`config.mk`:
```
export PLATFORM = sky130hd
export DESIGN_NAME = fc_seq_ctrl
export DESIGN_NICKNAME = d
export VERILOG_FILES = /design/src/rtl/fc_pkg.sv /design/src/rtl/fc_mac_lane.sv /design/src/rtl/fc_seq_ctrl.sv
export SDC_FILE = /design/constraint.sdc
export NUM_CORES = 2
export LEC_CHECK = 0
export CAP_MARGIN = 0
export CORE_UTILIZATION = 50
export DETAILED_ROUTE_END_ITERATION = 12
export HOLD_SLACK_MARGIN = 0.06
export PLACE_DENSITY = 0.67
export REMOVE_ABC_BUFFERS = 1
export SETUP_SLACK_MARGIN = 0.4
export SLEW_MARGIN = 20
export SYNTH_ARGS = -nofsm -noshare
export SYNTH_HDL_FRONTEND = slang
export SYNTH_SLANG_ARGS = --single-unit
export TNS_END_PERCENT = 10
```
`constraint.sdc`:
```
create_clock -name clk -period 18.9 [get_ports clk]
set_clock_uncertainty 0.1 [all_clocks]
set_input_delay 2.835 -clock clk [delete_from_list [all_inputs] [get_ports clk]]
set_output_delay 2.835 -clock clk [all_outputs]
set_load 0.01 [all_outputs]
```
`src/rtl/fc_pkg.sv`:
```
// Shared types, constants and the saturation helper for the FC layer sequencer.
package fc_pkg;

  typedef enum logic [1:0] {
    IDLE = 2'd0,
    RUN  = 2'd1,
    DONE = 2'd2
  } fc_state_t;

  localparam int FC_N_OUT   = 3;
  localparam int FC_N_INNER = 30;
  localparam int FC_N_OUTER = 16;
  localparam int FC_FEAT_W  = 16;

  // Clamp a sign-extended value into the signed 16-bit range.
  function automatic logic signed [15:0] sat16(input logic signed [63:0] v);
    logic signed [15:0] r;
    if (v > 64'sd32767) begin
      r = 16'sh7fff;
    end else if (v < -64'sd32768) begin
      r = 16'sh8000;
    end else begin
      r = v[15:0];
    end
    return r;
  endfunction

endpackage

```
`src/rtl/fc_mac_lane.sv`:
```
// One accumulator lane: clear, multiply-accumulate, shift/saturate.
// Optional ReLU on the output when FC_RELU_EN is defined.
module fc_mac_lane
  import fc_pkg::*;
#(
  parameter int ACC_W     = 40,
  parameter int FRAC_BITS = 8
) (
  input  logic                        clk,
  input  logic                        rst_n,
  input  logic                        clr,
  input  logic                        en,
  input  logic signed [FC_FEAT_W-1:0] feat,
  input  logic signed [FC_FEAT_W-1:0] weight,
  output logic signed [15:0]          res
);

  logic signed [31:0]      prod_s;
  logic signed [ACC_W-1:0] acc_r;
  logic signed [ACC_W-1:0] shifted_s;
  logic signed [63:0]      wide_s;
  logic signed [15:0]      sat_s;

  assign prod_s = feat * weight;

  // Accumulator register; the sum wraps at ACC_W bits by design.
  always_ff @(posedge clk) begin
    if (!rst_n) begin
      acc_r <= '0;
    end else if (clr) begin
      acc_r <= '0;
    end else if (en) begin
      acc_r <= acc_r + {{(ACC_W-32){prod_s[31]}}, prod_s};
    end else begin
      acc_r <= acc_r;
    end
  end

  assign shifted_s = acc_r >>> FRAC_BITS;
  assign wide_s    = {{(64-ACC_W){shifted_s[ACC_W-1]}}, shifted_s};
  assign sat_s     = sat16(wide_s);

  // Output stage: optional rectification of the saturated result.
  always_comb begin
    res = sat_s;
`ifdef FC_RELU_EN
    if (sat_s[15]) begin
      res = 16'sd0;
    end else begin
      res = sat_s;
    end
`endif
  end

endmodule

```
`src/rtl/fc_seq_ctrl.sv`:
```
// FC layer sequencer: walks the ROM indices over the feature stream and
// accumulates three lanes. Optional ReLU output via FC_RELU_EN.
module fc_seq_ctrl
  import fc_pkg::*;
#(
  parameter int N_INNER   = FC_N_INNER,
  parameter int N_OUTER   = FC_N_OUTER,
  parameter int FRAC_BITS = 8,
  parameter int ACC_W     = 40
) (
  input  logic               clk,
  input  logic               rst_n,
  input  logic               start,
  input  logic signed [15:0] feat_data,
  input  logic               feat_valid,
  output logic               feat_ready,
  output logic [4:0]         count_ful,
  output logic [4:0]         count_finish,
  input  logic signed [15:0] weight_in [3:1],
  output logic signed [15:0] res_data [3:1],
  output logic               res_valid,
  input  logic               res_ready,
  output logic               busy
);

  localparam logic [4:0] N_INNER_L = 5'(N_INNER);
  localparam logic [4:0] N_OUTER_L = 5'(N_OUTER);

  fc_state_t  state_r, state_s;
  logic [4:0] count_ful_r, count_ful_s;
  logic [4:0] count_finish_r, count_finish_s;
  logic       feat_ready_r, res_valid_r, busy_r;
  logic       beat_s, clr_s;

  assign beat_s = feat_valid && (state_r == RUN);

  // Next-state and index advance.
  always_comb begin
    state_s        = state_r;
    count_ful_s    = count_ful_r;
    count_finish_s = count_finish_r;
    clr_s          = 1'b0;
    case (state_r)
      IDLE: begin
        if (start) begin
          state_s        = RUN;
          count_ful_s    = 5'd1;
          count_finish_s = 5'd1;
          clr_s          = 1'b1;
        end else begin
          count_ful_s    = 5'd0;
          count_finish_s = 5'd0;
        end
      end
      RUN: begin
        if (!beat_s) begin
          state_s = RUN;
        end else if (count_ful_r < N_INNER_L) begin
          count_ful_s = count_ful_r + 5'd1;
        end else if (count_finish_r == N_OUTER_L) begin
          state_s        = DONE;
          count_ful_s    = 5'd0;
          count_finish_s = 5'd0;
        end else begin
          count_ful_s    = 5'd1;
          count_finish_s = count_finish_r + 5'd1;
        end
      end
      DONE: begin
        count_ful_s    = 5'd0;
        count_finish_s = 5'd0;
        if (res_ready) begin
          state_s = IDLE;
        end else begin
          state_s = DONE;
        end
      end
      default: begin
        state_s        = IDLE;
        count_ful_s    = 5'd0;
        count_finish_s = 5'd0;
      end
    endcase
  end

  // State, index and status flags; flags are decoded from the next state
  // so they line up with the registered state.
  always_ff @(posedge clk) begin
    if (!rst_n) begin
      state_r        <= IDLE;
      count_ful_r    <= 5'd0;
      count_finish_r <= 5'd0;
      feat_ready_r   <= 1'b0;
      res_valid_r    <= 1'b0;
      busy_r         <= 1'b0;
    end else begin
      state_r        <= state_s;
      count_ful_r    <= count_ful_s;
      count_finish_r <= count_finish_s;
      feat_ready_r   <= (state_s == RUN);
      res_valid_r    <= (state_s == DONE);
      busy_r         <= (state_s != IDLE);
    end
  end

  assign feat_ready   = feat_ready_r;
  assign res_valid    = res_valid_r;
  assign busy         = busy_r;
  assign count_ful    = count_ful_r;
  assign count_finish = count_finish_r;

  for (genvar k = 1; k <= FC_N_OUT; k++) begin : g_lane
    fc_mac_lane #(
      .ACC_W     (ACC_W),
      .FRAC_BITS (FRAC_BITS)
    ) u_lane (
      .clk    (clk),
      .rst_n  (rst_n),
      .clr    (clr_s),
      .en     (beat_s),
      .feat   (feat_data),
      .weight (weight_in[k]),
      .res    (res_data[k])
    );
  end

endmodule
```
### After elaboration in Yosys (flattened, before gate mapping)

Cells that the tools add are included.

| word-level totals | value |
|---|---|
| output and inout bits | 61 |
| flip-flop bits (word level) | 135 |
| input port bits | 69 |
| word-level logic and storage cells | 60 |

| operators by class | value |
|---|---|
| equality and inequality tests | 7 |
| magnitude comparators | 7 |
| multiply operators | 3 |
| add/subtract/negate cells | 5 |
| reduce and logical (&&, ||, !) cells | 5 |
| muxes and demuxes | 23 |
| bitwise operators | 1 |

Operators by type and width:

| operator | count |
|---|---|
| 40-bit adder | 3 |
| 32-bit by 16-bit greater-than comparator with 1-bit output, second input constant | 3 |
| 32-bit by 16-bit < comparator with 1-bit output, second input constant | 3 |
| 16-bit by 16-bit multiplier with 32-bit output | 3 |
| 16-bit two-way mux | 6 |
| 5-bit two-way mux | 5 |
| 5-bit case mux with 2 select lines | 2 |
| 5-bit by 1-bit adder with 5-bit output, second input constant | 2 |
| 2-bit two-way mux | 5 |
| 2-bit case mux with 3 select lines | 1 |
| 5-bit == test, second input constant | 1 |
| 5-bit < comparator, second input constant | 1 |
| 2-bit by 1-bit == test with 1-bit output, second input constant | 2 |
| 2-bit == test, second input constant | 2 |
| 1-bit two-way mux | 4 |
| 2-bit inequality test, second input constant | 2 |
| 2-bit zero test | 1 |
| 2-bit AND reduction | 1 |
| 2-bit nonzero test | 1 |
| 2-bit OR reduction | 1 |
| 1-bit logical AND | 1 |
| 1-bit NOT | 1 |

### Longest topological paths before layout

| depth | value |
|---|---|
| word-level depth | 6 |
| mapped depth | 36 |
| mapped depth without buffers | 34 |

### Modules after synthesis

A second synthesis with hierarchy kept.

| unflattened totals | value |
|---|---|
| cells, all modules | 4675 |
| area, all modules | 40894.2 sq um |

Modules (own cells, without submodules):

| module | times used | seq. area each (sq um) | cells an instance | area each (sq um) |
|---|---|---|---|---|
| fc_mac_lane (g_lane[1].u_lane) | 1 | 800.8 | 1554 | 13465.4 |
| fc_mac_lane (g_lane[3].u_lane) | 1 | 800.8 | 1516 | 13366.6 |
| fc_mac_lane (g_lane[2].u_lane) | 1 | 800.8 | 1528 | 13351.6 |
| fc_seq_ctrl | 1 | 300.3 | 77 | 710.7 |

### Worst setup path before layout

OpenSTA, ideal clock, no wires.

| timing | value |
|---|---|
| kind | input port to flip-flop |
| start point | input feat_data[15] |
| end point | register g_lane[1].u_lane.acc_r[39] |
| stages on the path | 32 |
| setup slack | 7.917 ns |
| setup time | 0.131 ns |
| arrival time | 10.753 ns |
| cell sequence | clkbuf_1 -> clkbuf_1 -> nand2_1 -> fa_1 -> inv_1 -> fa_1 -> fa_1 -> fa_1 -> fa_1 -> inv_1 -> fa_1 -> inv_1 -> ha_1 -> clkbuf_1 -> and3_1 -> and2_1 -> nand3_1 -> o211ai_1 -> a31oi_1 -> o21bai_2 -> xor2_1 -> ha_1 -> a21o_1 -> a21o_1 -> a21oi_1 -> o21bai_1 -> or3b_2 -> o21ai_1 -> o21ai_0 -> xnor3_1 -> o211ai_1 -> o31ai_1 |

| on the way | value |
|---|---|
| longest elaborated chain between the ends | 2 |

Ends and longest elaborated chain:

| what | line | source |
|---|---|---|
| from (decl) | fc_seq_ctrl.sv:14 | `input logic signed [15:0] feat_data,` |
| 16-bit by 16-bit multiplier with 32-bit output | fc_mac_lane.sv:24 | `assign prod_s = feat * weight;` |
| 40-bit adder | fc_mac_lane.sv:33 | `acc_r <= acc_r + {{(ACC_W-32){prod_s[31]}}, prod_s};` |
| to (signal assigned) | fc_mac_lane.sv:33 |  |
| to (signal assigned) | fc_mac_lane.sv:35 | `acc_r <= acc_r;` |
| to (decl) | fc_mac_lane.sv:19 | `logic signed [ACC_W-1:0] acc_r;` |

No other way between the ends.
A chain may end at the register's enable or synchronous reset.

### Worst setup path after layout

| timing | value |
|---|---|
| start point | input weight_in[1] (netlist name) |
| end point | register g_lane[1].u_lane.acc_r[39] |

| on the way | value |
|---|---|
| longest elaborated chain between the ends | 2 |

Ends and longest elaborated chain:

| what | line | source |
|---|---|---|
| from (decl) | fc_seq_ctrl.sv:19 | `input logic signed [15:0] weight_in [3:1],` |
| 16-bit by 16-bit multiplier with 32-bit output | fc_mac_lane.sv:24 |  |
| 40-bit adder | fc_mac_lane.sv:33 |  |

No other way between the ends.

==> impl_metrics.py <==
metrics = {
    "cts": {
        "cts_tree": "yes",
        "path_clk_slew_ns": 0.07,
        "cts.repair.resized": 0,
        "numCtsBuffers": 17,
        "htree_num_levels": 4,
        "cts_hold_buf": 0,
        "clk-insertion-delay-late_ns": 0.52,
        "clock_path_buffers": 2,
        "cts_root_buf": "clkbuf_16",
        "cts_sinks": 135,
        "postCtsSetupBuffers": 0,
    },
    "routing": {
        "viasPerCell": 5.36,
        "ant_nets": 0,
        "remaining_drc_errors": 0,
        "drt_iter0_drc": 1375,
        "wl_mm": 97.3,
        "post_drt_wl_per_cell_um": 16.8,
        "vias": 31000,
        "dr.pass1.iters": 5,
    },
    "sta": {
        "fin_crit_ns": 11.80,
        "maxSlewHeadroom_pct": 34.8,
        "slew_viol_final": 0,
        "worst_pin_slew_ns": 0.975,
        "tns_ns": 0,
        "hold_violations": 0,
        "max_freq_mhz": 84.7,
        "setup_violations": 0,
        "period_share_pct": 62.5,
        "rsz0062_at_grt": "false",
    },
    "setup_path": {
        "critical_path.most_common_cell": "fa_1",
        "worstSetupPathType": "primary input to register",
        "crit_fanout": 16,
        "crit_arrival_ns": 12.08,
        "crit_required_ns": 19.18,
        "end_kind": "register",
        "crit_path_max_incr_delay_ns": 0.92,
        "critical_path.slowest_cell": "fa_1",
        "start_kind": "primary input",
    },
    "layout": {
        "layout-drive-gt1-share_pct": 2.48,
        "multiInputGateArea_um2": 34000,
        "syn_to_final_growth_pct": 6.52,
        "nets": 5945,
        "register_area_um2": 2700,
        "fill_cells": 7505,
        "diodes": 0,
    },
    "die": {
        "core_area_um2": 80500,
        "die_h_um": 287,
        "pin_count": 130,
        "die_area_um2": 82600,
        "start_util_pct": 50.5,
        "rows": 104,
        "die_w_um": 287,
    },
    "placed_design": {
        "hpwl_mm": 75.8,
        "io_buffers": 129,
        "gp_congestion": 0.899,
    },
    "logic_synthesis": {
        "synth_compound_area_share_pct": 11.6,
        "synthFlopType": "dfxtp_1",
        "netlist_area_um2": 40700,
        "synth_cell_types": 87,
        "postSynth.asyncResetShare_pct": 0,
        "synth.top_cells.by_area": "fa_1, ha_1, inv_1",
        "synthSimpleGateAreaFrac_pct": 16.9,
        "ys_seq_area_share_pct": 6.64,
        "synth_top_family_by_area": "adder cells",
        "ys_seq_elements": 135,
        "muxShareOfSynthArea_pct": 0.0738,
        "yosys_warnings": 0,
        "synthAdderAreaFrac_pct": 50.4,
        "synth.top_cell.area_share_pct": 38.8,
        "synth-edff-count": 0,
        "yosys.area.top_type": "fa_1",
        "avgSynthCellArea_um2": 8.62,
        "synth_cells": 4725,
        "synth_xor_area_share_pct": 4.38,
    },
    "global_route": {
        "grt-ovfl-total": 0,
        "grt_pass1_vias": 32600,
        "grt_pass1_wl_mm": 167,
        "gr-usage-all-layers_pct": 25.3,
        "grt_start_max_net_pins": 65,
        "antenna_found_initial": 5,
    },
    "job": {
        "maxCapViolations": 0,
    },
    "run_status": {
        "run_status": "finished, final reports clean",
    },
    "min_path": {
        "hold_class": "register to register",
    },
}
==> area by class of cell <==
| cell class | count | area share [%] |
|---|---|---|
| clock buffers | 17 | 0.981 |
| clock inverters | 14 | 0.378 |
| inverters | 898 | 7.77 |
| multi-input cells | 3501 | 78.3 |
| flip-flops and latches | 135 | 6.23 |
| well taps | 1060 | 3.06 |
| repair buffers | 156 | 3.26 |
==> worst paths after layout <==
check	start	to	slack, ns	depth (start not counted)
worst max-delay path	weight_in[1]	g_lane[1].u_lane.acc_r[39]	7.10	30
worst max register to register	g_lane[1].u_lane.acc_r[0]	g_lane[1].u_lane.acc_r[38]	15.37	13
worst min-delay path	g_lane[1].u_lane.acc_r[3]	g_lane[1].u_lane.acc_r[3]	0.36	2
worst min register to register	g_lane[1].u_lane.acc_r[3]	g_lane[1].u_lane.acc_r[3]	0.36	2
==> cells in the final DEF, fill, tap and decap left out, drive strengths merged, types with 17 or more instances in the layout <==
cell type | Yosys | routed
a211oi | 27 | 27
a21o | 105 | 105
a21oi | 267 | 267
a31oi | 29 | 29
and2 | 388 | 388
and3 | 20 | 20
buf | 7 | 43
clkbuf | 184 | 17
clkdlybuf4s50 | 0 | 113
dfxtp | 135 | 135
fa | 789 | 789
ha | 378 | 378
inv | 898 | 904
nand2 | 598 | 598
nand2b | 41 | 41
nand3 | 46 | 46
nand4 | 36 | 36
nor2 | 167 | 167
nor2b | 25 | 25
nor3 | 31 | 31
nor4 | 19 | 19
o21a | 77 | 77
o21ai | 93 | 93
o21bai | 35 | 35
xnor2 | 145 | 145
xor2 | 56 | 56
==> metal layers <==
layer  GRT usage [%]  share of wire, %
met1            33.8                45
met2            43.6                50
met3            3.21               3.9
met4            5.82               1.6
met5               0             0.033
==> synth_stat cells (7+ instances only) <==
master     count
o21a_1        77
dfxtp_1      135
o21ai_0       80
and2_1       387
nand2_1      598
ha_1         378
o21bai_1      33
nand4_1       36
o21ai_1       13
xor2_1        56
nor2_1       167
a31oi_1       26
nor4_1        19
inv_1        898
nor3_1        31
xnor2_1      145
fa_1         789
clkbuf_1     184
nand2b_1      41
nand3_1       46
o2111ai_1      7
nor2b_1       25
and3_1        20
a21oi_1      264
a21o_1       105
a211oi_1      27
==> worst max-delay path, delay by kind of cell <==
| kind | cells | cell delay, ns |
|---|---|---|
| AO/OA/AOI/OAI | 15 | 2.32 |
| XOR/XNOR | 2 | 0.77 |
| adder cells (fa/ha/maj) | 8 | 4.24 |
| buffers and inverters | 2 | 1.07 |
| AND/OR/NAND/NOR | 3 | 0.81 |
==> cells by family after synthesis <==
| group | Yosys count |
|---|---|
| buffers and inverters | 1089 |
| adder cells (fa/ha/maj) | 1167 |
| multiplexers | 3 |
| XOR/XNOR | 202 |
| AO/OA/AOI/OAI | 723 |
| AND/OR/NAND/NOR | 1406 |
| flip-flops | 135 |
==> state kept, by name (all words and copies together) (netlist names) <==
| register | count |
|---|---|
| busy | 1 |
| count_finish | 5 |
| count_ful | 5 |
| feat_ready | 1 |
| g_lane.u_lane.acc_r | 120 |
| res_valid | 1 |
| state_r | 2 |
==> metrics by stage <==
step	setup slack, ns	util, %	area, um2	hold WS, ns	instances
after CTS	7.22	53.8	43400	0.362	5781
after floorplan	8.25	-	40000	0.336	4534
after global placement	6.88	53.1	42800	0.345	5750
after global routing	6.62	53.8	43400	0.384	5781
after detailed placement	6.71	53.1	42800	0.351	5750
final	7.10	53.8	43400	0.358	5781
Power is left out: the tool's default activity adds up to more than one toggle a clock period on the data nets, which glitch-free logic cannot reach.
